### config.mk
export PLATFORM = sky130hd
export DESIGN_NAME = tdoa_detect
export DESIGN_NICKNAME = d
export VERILOG_FILES = /design/src/rtl/echo_pkg.sv /design/src/rtl/thresh_cmp.sv /design/src/rtl/tdoa_detect.sv
export SDC_FILE = /design/constraint.sdc
export NUM_CORES = 1
export LEC_CHECK = 0
export CAP_MARGIN = 20
export CORE_ASPECT_RATIO = 0.8
export CORE_MARGIN = 5
export CORE_UTILIZATION = 45
export CTS_BUF_LIST = sky130_fd_sc_hd__clkbuf_2 sky130_fd_sc_hd__clkbuf_4 sky130_fd_sc_hd__clkbuf_8
export DETAILED_ROUTE_END_ITERATION = 10
export GPL_TIMING_DRIVEN = 0
export PLACE_DENSITY = 0.72
export SLEW_MARGIN = 20
export SYNTH_ARGS = -nofsm -noshare
export SYNTH_HDL_FRONTEND = slang
export SYNTH_SLANG_ARGS = --single-unit
### constraint.sdc
create_clock -name clk -period 5.74 [get_ports clk]
set_input_delay 1.722 -clock clk [delete_from_list [all_inputs] [get_ports clk]]
set_output_delay 1.722 -clock clk [all_outputs]
set_load 0.005 [all_outputs]
### src/rtl/echo_pkg.sv
// Shared constants, state encoding and helpers for the echo arrival detector.
package echo_pkg;

    localparam int N_ADC      = 3;
    localparam int W_ADC      = 12;
    localparam int W_ADC_WORD = 16;

    // Mid-scale code of the unipolar ADC, held at W_ADC+1 bits so that the
    // deviation arithmetic never overflows.
    localparam logic [W_ADC:0] MIDSCALE = {2'b01, {(W_ADC-1){1'b0}}};

    typedef enum logic [1:0] {
        S_ARMED   = 2'd0,
        S_CAPTURE = 2'd1,
        S_REPORT  = 2'd2,
        S_HOLDOFF = 2'd3
    } state_e;

    // True once every microphone channel has reported an arrival.
    function automatic logic all_set(input logic [N_ADC-1:0] mask);
        return &mask;
    endfunction

endpackage

### src/rtl/thresh_cmp.sv
// Per-channel crossing detector: |sample - mid-scale| > threshold.
module thresh_cmp
    import echo_pkg::*;
(
    input  logic [W_ADC_WORD-1:0] sample,
    input  logic [W_ADC-1:0]      thresh,
    output logic                  crossed
);

    logic [W_ADC:0] mag_s;
    logic [W_ADC:0] dev_s;
    logic           unused_hi_s;

    // Upper word bits carry no sample data.
    assign unused_hi_s = ^sample[W_ADC_WORD-1:W_ADC];
    assign mag_s       = {1'b0, sample[W_ADC-1:0]};

    // Absolute deviation from mid-scale, never negative.
    always_comb begin
        dev_s = '0;
        if (mag_s >= MIDSCALE) begin
            dev_s = mag_s - MIDSCALE;
        end else begin
            dev_s = MIDSCALE - mag_s;
        end
    end

    // Strictly-greater: a deviation equal to the threshold is not an arrival.
    assign crossed = (dev_s > {1'b0, thresh});

endmodule

### src/rtl/tdoa_detect.sv
// Time-difference-of-arrival detector: timestamps the first channel to cross
// the threshold and measures the other channels' delays in samples.
module tdoa_detect
    import echo_pkg::*;
#(
    parameter  int W_TS    = 16,
    parameter  int WINDOW  = 400,
    parameter  int HOLDOFF = 4000,
    localparam int W_DLY   = $clog2(WINDOW)
) (
    input  logic                  clk,
    input  logic                  rst,
    input  logic                  en,
    input  logic [W_ADC-1:0]      thresh,
    input  logic                  sample_valid,
    input  logic [W_ADC_WORD-1:0] sample0,
    input  logic [W_ADC_WORD-1:0] sample1,
    input  logic [W_ADC_WORD-1:0] sample2,
    output logic                  evt_valid,
    input  logic                  evt_ready,
    output logic [W_TS-1:0]       evt_time,
    output logic [W_DLY-1:0]      evt_dly0,
    output logic [W_DLY-1:0]      evt_dly1,
    output logic [W_DLY-1:0]      evt_dly2,
    output logic [N_ADC-1:0]      evt_mask,
    output logic                  evt_timeout,
    output logic                  busy
);

    localparam int W_HOLD = (HOLDOFF > 1) ? $clog2(HOLDOFF + 1) : 1;
    localparam logic [W_DLY-1:0]  WIN_LAST  = W_DLY'(WINDOW - 1);
    localparam logic [W_HOLD-1:0] HOLD_LAST = W_HOLD'((HOLDOFF > 0) ? (HOLDOFF - 1) : 0);

    logic [W_ADC_WORD-1:0] sample_s [N_ADC];
    logic [N_ADC-1:0]      crossed_s;

    state_e                state_r,   state_nx_s;
    logic [W_TS-1:0]       cnt_r;
    logic [W_DLY-1:0]      win_cnt_r, win_nx_s;
    logic [W_HOLD-1:0]     hold_cnt_r, hold_nx_s;
    logic [W_TS-1:0]       time_r,    time_nx_s;
    logic [N_ADC-1:0]      mask_r,    mask_nx_s;
    logic                  timeout_r, timeout_nx_s;
    logic [W_DLY-1:0]      dly_r      [N_ADC];
    logic [W_DLY-1:0]      dly_nx_s   [N_ADC];
    logic                  evt_valid_r;
    logic                  busy_r;

    assign sample_s[0] = sample0;
    assign sample_s[1] = sample1;
    assign sample_s[2] = sample2;

    for (genvar g = 0; g < N_ADC; g++) begin : g_cmp
        thresh_cmp u_cmp (
            .sample  (sample_s[g]),
            .thresh  (thresh),
            .crossed (crossed_s[g])
        );
    end

    // Next-state and capture datapath; en low discards any capture in flight.
    always_comb begin
        state_nx_s   = state_r;
        win_nx_s     = win_cnt_r;
        hold_nx_s    = hold_cnt_r;
        time_nx_s    = time_r;
        mask_nx_s    = mask_r;
        timeout_nx_s = timeout_r;
        for (int i = 0; i < N_ADC; i++) begin
            dly_nx_s[i] = dly_r[i];
        end

        if (!en) begin
            state_nx_s = S_ARMED;
        end else begin
            case (state_r)
                S_ARMED: begin
                    if (sample_valid && (|crossed_s)) begin
                        time_nx_s    = cnt_r;
                        mask_nx_s    = crossed_s;
                        win_nx_s     = W_DLY'(1);
                        timeout_nx_s = 1'b0;
                        for (int i = 0; i < N_ADC; i++) begin
                            dly_nx_s[i] = '0;
                        end
                        if (all_set(crossed_s)) begin
                            state_nx_s = S_REPORT;
                        end else begin
                            state_nx_s = S_CAPTURE;
                        end
                    end else begin
                        state_nx_s = S_ARMED;
                    end
                end
                S_CAPTURE: begin
                    if (sample_valid) begin
                        mask_nx_s = mask_r | crossed_s;
                        // Only first arrivals are recorded; later crossings
                        // on an already-seen channel are echoes of no interest.
                        for (int i = 0; i < N_ADC; i++) begin
                            if (crossed_s[i] && !mask_r[i]) begin
                                dly_nx_s[i] = win_cnt_r;
                            end else begin
                                dly_nx_s[i] = dly_r[i];
                            end
                        end
                        if (all_set(mask_r | crossed_s)) begin
                            state_nx_s   = S_REPORT;
                            timeout_nx_s = 1'b0;
                        end else if (win_cnt_r == WIN_LAST) begin
                            state_nx_s   = S_REPORT;
                            timeout_nx_s = 1'b1;
                        end else begin
                            win_nx_s = win_cnt_r + W_DLY'(1);
                        end
                    end else begin
                        state_nx_s = S_CAPTURE;
                    end
                end
                S_REPORT: begin
                    if (evt_ready) begin
                        hold_nx_s = '0;
                        if (HOLDOFF == 0) begin
                            state_nx_s = S_ARMED;
                        end else begin
                            state_nx_s = S_HOLDOFF;
                        end
                    end else begin
                        state_nx_s = S_REPORT;
                    end
                end
                S_HOLDOFF: begin
                    if (sample_valid) begin
                        if (hold_cnt_r == HOLD_LAST) begin
                            state_nx_s = S_ARMED;
                        end else begin
                            hold_nx_s = hold_cnt_r + W_HOLD'(1);
                        end
                    end else begin
                        state_nx_s = S_HOLDOFF;
                    end
                end
                default: begin
                    state_nx_s = S_ARMED;
                end
            endcase
        end
    end

    // State, counters and registered event outputs.
    always_ff @(posedge clk) begin
        if (rst) begin
            state_r     <= S_ARMED;
            cnt_r       <= '0;
            win_cnt_r   <= '0;
            hold_cnt_r  <= '0;
            time_r      <= '0;
            mask_r      <= '0;
            timeout_r   <= 1'b0;
            evt_valid_r <= 1'b0;
            busy_r      <= 1'b0;
            for (int i = 0; i < N_ADC; i++) begin
                dly_r[i] <= '0;
            end
        end else begin
            state_r     <= state_nx_s;
            win_cnt_r   <= win_nx_s;
            hold_cnt_r  <= hold_nx_s;
            time_r      <= time_nx_s;
            mask_r      <= mask_nx_s;
            timeout_r   <= timeout_nx_s;
            evt_valid_r <= (state_nx_s == S_REPORT);
            busy_r      <= (state_nx_s != S_ARMED);
            for (int i = 0; i < N_ADC; i++) begin
                dly_r[i] <= dly_nx_s[i];
            end
            if (sample_valid) begin
                cnt_r <= cnt_r + W_TS'(1);
            end else begin
                cnt_r <= cnt_r;
            end
        end
    end

    assign evt_valid   = evt_valid_r;
    assign evt_time    = time_r;
    assign evt_dly0    = dly_r[0];
    assign evt_dly1    = dly_r[1];
    assign evt_dly2    = dly_r[2];
    assign evt_mask    = mask_r;
    assign evt_timeout = timeout_r;
    assign busy        = busy_r;

endmodule

== Word level (Yosys, flattened, before mapping) ==
Memories as Yosys holds them, arrays and structs flattened.
Cells that the tools add are included.
W data, S select, Z words.
Operators by class
  add/subtract/negate cells: 9
  multipliers: 0
  div/mod/pow operators: 0
  $lt $le $gt $ge: 6
  equality and inequality tests: 14
  shifts and indexed selects: 0
  multiplexer cells: 43
  bitwise operators: 4
  reduce and logical (&&, ||, !) cells: 19
Operator list (count)
  $mux W9: 10
  $mux W27: 3
  $pmux W27 S2: 1
  $gt A13 B12 Y1: 3
  $mux W13: 3
  $sub A12 B12 Y13 const A: 3
  $sub A12 B12 Y13 const B: 3
  $ge A12 B12 Y1 const B: 3
  $mux W12: 3
  $pmux W12 S2: 1
  $pmux W9 S2: 1
  $add A16 B1 Y16 const B: 1
  $mux W2: 8
  $ne A2 B2 Y1 const B: 7
  $add A12 B1 Y12 const B: 1
  $eq A12 B12 Y1 const B: 1
  $reduce_and A5 Y1: 2
  $add A9 B1 Y9 const B: 1
  $eq A9 B9 Y1 const B: 1
  $reduce_and A3 Y1: 3
  $mux W1: 8
  $pmux W2 S4: 1
  $eq A2 B2 Y1 const B: 3
  $mux W3: 2
  13 further kinds: 22
Word-level totals
  flip-flop bits (word level): 61
  latch bits: 0
  bits in writable memories: 27
  ROM bits: 0
  input port bits: 65
  output and inout port bits: 49
  memories: 1
Memory list
  dly_r: words 3, bits a word 9, rd ports 3, clocked after memory_dff 0, write ports 3, RTL line tdoa_detect.sv:44  | logic [W_DLY-1:0] dly_r [N_ADC];

== Longest topological paths before layout ==
  word-level depth: 10
  depth in mapped cells: 15
  gate-level depth less buffers: 14

== Cells and area by module ==
Synthesis repeated with hierarchy kept, for this count alone.
Second synthesis, totals
  cells, all modules: 653
  area, all modules: 5391.4 sq um
Modules (own cells, without submodules)
  tdoa_detect: times used 1, cells an instance 427, area each 3816.2 sq um
  thresh_cmp at g_cmp[0].u_cmp ...: times used 2, cells an instance 76, area each 521.8 sq um
  thresh_cmp at g_cmp[2].u_cmp: times used 1, cells an instance 74, area each 531.8 sq um

== Worst setup path after synthesis ==
No wires, ideal clock.
  kind: input to register
  from: in sample2[4]
  to: reg win_cnt_r[3]
  setup time: 0.070 ns
  data arrival time: 4.878 ns
  required time: 5.670 ns
  path slack: 0.792 ns
  cell stages on the path: 15
  buffers on the path: 1
  cell sequence: or3_1 nor3_1 and3_1 a21oi_1 xor2_1 ha_1 and3_4 a221oi_2 o21ai_1 o21ai_4 a222oi_1 a21o_1 buf_6 or4_1 a21oi_1
Between the ends
  cells in the longest elaborated chain, start to end: 7
  elaborated cells between the ends (all ways): 12
RTL lines
  start, declared: RTL line tdoa_detect.sv:18  | input logic [W_ADC_WORD-1:0] sample2,
  $sub A12 B12 Y13, or another cell as far along: RTL line thresh_cmp.sv:24  | dev_s = MIDSCALE - mag_s;
  $mux W13 (*): RTL line thresh_cmp.sv:21  | if (mag_s >= MIDSCALE) begin
  $gt A13 B12 Y1 (*): RTL line thresh_cmp.sv:29  | assign crossed = (dev_s > {1'b0, thresh});
  $or A3 B3 Y3 or $reduce_or A3 Y1 (tied branches): RTL line tdoa_detect.sv:107, tdoa_detect.sv:78
  $reduce_and A3 Y1 or $logic_and A1 B1 Y1 (tied branches): RTL line echo_pkg.sv:21, tdoa_detect.sv:78
  $ne A2 B2 Y1 (no source line)
  $reduce_and A6 Y1 (no source line) (*)
  end signal, assigned: RTL line tdoa_detect.sv:167  | win_cnt_r <= win_nx_s;
  end, declared: RTL line tdoa_detect.sv:39  | logic [W_DLY-1:0] win_cnt_r, win_nx_s;
Every way passes the cells marked *; elsewhere a longest branch is shown, timed or not.
A chain may end at the register's enable or synchronous reset.

== Worst setup path after layout ==
  from: in sample2[2]
  to: reg win_cnt_r[6]
The elaborated chain is that of the path after synthesis.

==> summary.md <==
| Metric | Value |
|---|---|
| Ports | 114 |
| Crit path DAT | 5.69 ns |
| Crit path max fanout | 10 |
| Max incr delay on CP | 0.48 ns |
| Crit start category | primary input |
| Layout cells sized above 1 | 4.55% |
| CP max stage cell | clkdlybuf4s50_1 |
| Syn Inst Count | 610 |
| Final Power | 1.33 mW |
| # diodes | 0 |
| Dpl ws | -0.140 ns |
| Status | completed |
| PwrDens | 201 mW/mm2 |
| EDFF count, synth | 0 |
| Initial DRC count | 179 |
| Top-area cell type share of the netlist area | 33.8% |
| R2R Path Start | hold_cnt_r[0]$_SDFFE_PP0P_ |
| Aggregate global routing overflow | 0 |
| Seq/Total Area, Yosys | 33.8% |
| Clock latency on the worst-skew pair | 0.36 ns |
| Hold EP | win_cnt_r[7]$_SDFFE_PP0P_ |
| Slew margin rel. | 54.3% |
| Fin area | 0.00662 mm2 |
| Hold_buf cts | 0 |
| Clk sinks | 88 |
| Die width | 130 um |
| Clock buffer depth | 2 |
| Synth area leaders | dfxtp_1 (34%), ha_1 (10%), mux2i_1 (8.8%) |
| Critical Path RT | 6.01 ns |
| Synthesized flop and latch total | 88 |
| Worst slew pin tran | 0.685 ns |
| Leakage power | 2.82 nW |
| R2r endpoint | hold_cnt_r[7]$_SDFFE_PP0P_ |
| Wire per inst | 15.7 um |
| Global placement routability congestion | 0.859 |
| Post-synth ARST share | 0% |
| WS Path Type | primary input to flip-flop |
| H-tree depth | 3 |
| Worst-path cell chain | clkdlybuf4s50_1 -> or3_1 -> nor3_2 -> and3_1 -> a21oi_1 -> xor2_1 -> ha_1 -> and3_4 -> a221oi_2 -> o21ai_1 -> o21ai_4 -> a222oi_1 -> a21o_1 -> buf_6 -> or4_1 -> a21oi_1 |
| Placed cell area | 0.00640 mm2 |
| Synthesized Nets | 717 |
| Initial core utilization | 45.6% |
| DRC violations left | 0 |
| Worst Hold Slack | 0.502 ns |
| Max-slew violations | 0 |
| Height of the die | 106 um |
| Setup violations, final | 0 |
| IO buf count | 100 |
| CTS tree | done |
| Primary FF master, synth | dfxtp_1 |
| Layout Skew | 0.0129 ns |
| Synth unique cells | 57 |
| Max-cap violations | 0 |
| RSZ-0062 raised after global routing | no |
| Setup slack after layout | 0.323 ns |
| Hold_sp | win_cnt_r[7]$_SDFFE_PP0P_ |
| Final hold violations | 0 |
| Clk pin slew, worst setup/hold paths | 0.09 ns |
| Synth Area per Inst | 8.55 um2 |
| Final #Nets | 828 |
| VDD IR max | 0.157 mV |
| Yosys warns | 0 |
| Tmin final | 5.42 ns |
| CTS root buf | clkbuf_8 |
| Number of global-route vias before repair | 4773 |
| Vias | 4765 |
| First-pass GRT wire length | 22900 um |
| Internal reg-to-reg setup slack | 3.31 ns |
| Mapped Area | 0.00521 mm2 |
| Largest net degree at the start of global routing | 17 |
| Worst r2r path cells | 9 |
| GRT Total Usage | 20.4% |
| Tcrit/Tclk final | 94.4% |
| Most common cell on crit path | a21oi_1 |
| FILL cells | 1020 |
| Leading cell types in the layout, fill and taps excluded | nor2_1 (108), clkdlybuf4s50_1 (100), dfxtp_1 (88) |
| Routed Wire Length | 13700 um |
| FMAX | 185 MHz |
| FP Rows | 35 |
| Critical path endpoint category | flip-flop |
| Dpl hpwl | 10800 um |
| Routed Antenna Nets | 0 |
| Synthesis-to-finish area growth | 26.9% |
| Leading cell type in the layout, fill and taps excluded | nor2_1 |
| Hold Path Class | flip-flop to flip-flop |
| Post CTS Setup Buffer Count | 0 |
| CP Buf/Inv Count | 2 |
| Hold path cells | 2 |
| Num CTS Buffers | 9 |
| Post-layout util | 57.9% |
| First-pass DRT Iterations | 6 |
| Vias per cell | 5.45 |
| Initial antenna violation count | 0 |
| Synth area leader | dfxtp_1 |
| Top Family by Delay on Critical Path | simple AND/OR/NAND/NOR gates |
| DIE AREA | 0.0139 mm2 |
| Area of the core | 0.0114 mm2 |
==> logic make-up after synthesis <==
| kind of cell | after synthesis | share of synthesized area, % |
|---|---|---|
| AOI/OAI and AO/OA | 82 | 10.4 |
| xor gates and xnor gates | 51 | 8.57 |
| adders and majority gates | 42 | 10.1 |
| buffers and inverters | 50 | 3.86 |
| DFF | 88 | 33.8 |
| muxes | 49 | 9.48 |
| and+or+nand+nor | 248 | 23.8 |
==> sequential cells by signal, summed over array words and instances, names as in the netlist <==
signal,count
evt_timeout,1
evt_mask,3
evt_valid,1
hold_cnt_r,12
dly_r,27
cnt_r,16
state_r,2
evt_time,16
win_cnt_r,9
busy,1
==> worst max path at each step <==
stage,end,from,depth (start not counted)
3_3_place_gp,win_cnt_r[4]$_SDFFE_PP0P_,sample2[2],16
3_5_place_dp,win_cnt_r[4]$_SDFFE_PP0P_,sample2[2],16
4_1_cts,win_cnt_r[6]$_SDFFE_PP0P_,sample2[2],16
2_1_floorplan,win_cnt_r[3]$_SDFFE_PP0P_,sample2[4],15
6_report,win_cnt_r[6]$_SDFFE_PP0P_,sample2[2],16
5_1_grt,win_cnt_r[4]$_SDFFE_PP0P_,sample2[2],16
==> worst min-delay path: stages, from the launching register on <==
cell and delay [ns]:
dfxtp_1 0.34, o41ai_1 0.06, a21oi_1 0.05
==> timing repair <==
| action | in CTS | in global routing |
|---|---|---|
| endpoints found under the hold margin | 0 | 0 |
| endpoints found under the setup margin | 0 | 3 |
| gates resized for setup | 0 | 1 |
==> synth_stat cells (3+ instances only) <==
cell type  number
a21o_1          6
o21ai_0         6
or3_1           3
dfxtp_1        88
o21ai_1         5
ha_1           42
a21oi_1        32
and4_1          6
and2_1         11
nand2_1        21
nand3_1        24
mux2i_1        46
mux2_2          3
xnor2_1         7
nand2b_1        7
a31oi_1         9
nor2b_1         5
o31ai_1         5
xor2_1         44
nand4b_1        4
inv_1          25
or4_1           4
clkbuf_1       17
nor2_1        108
nand4_1        11
buf_2           5
nor3_1         14
and3_1         15
==> power breakdown <==
part / total, mW / internal [mW] / switching (mW)
clock: 0.451 / 0.218 / 0.233
combinational: 0.257 / 0.118 / 0.140
sequential: 0.620 / 0.615 / 0.00503
==> through the flow <==
stage | cells | setup TNS [ns]
final | 874 | 0
after global routing | 874 | 0
after CTS | 874 | 0
after detailed placement | 858 | -0.519
after global placement | 858 | -0.00399
after floorplan | 610 | 0
==> routing by layer <==
layer  GRT usage (%)  routed length (um)
met1            26.8                6460
met2            33.8                6520
met3            4.82                 616
met4            4.77                 149
met5               0                   0
==> cell type report <==
cell class | instances | area, um2 | share of cell area, %
multi-input cells | 472 | 3260 | 49.2
flip-flops and latches | 88 | 1760 | 26.6
repair buffers | 100 | 1000 | 15.1
well taps | 148 | 185 | 2.80
clock buffers | 10 | 138 | 2.08
plain buffers | 25 | 108 | 1.63
inverters | 25 | 93.8 | 1.42
clock inverters | 6 | 73.8 | 1.12
Note: power is estimated with default switching activity, not from simulation.
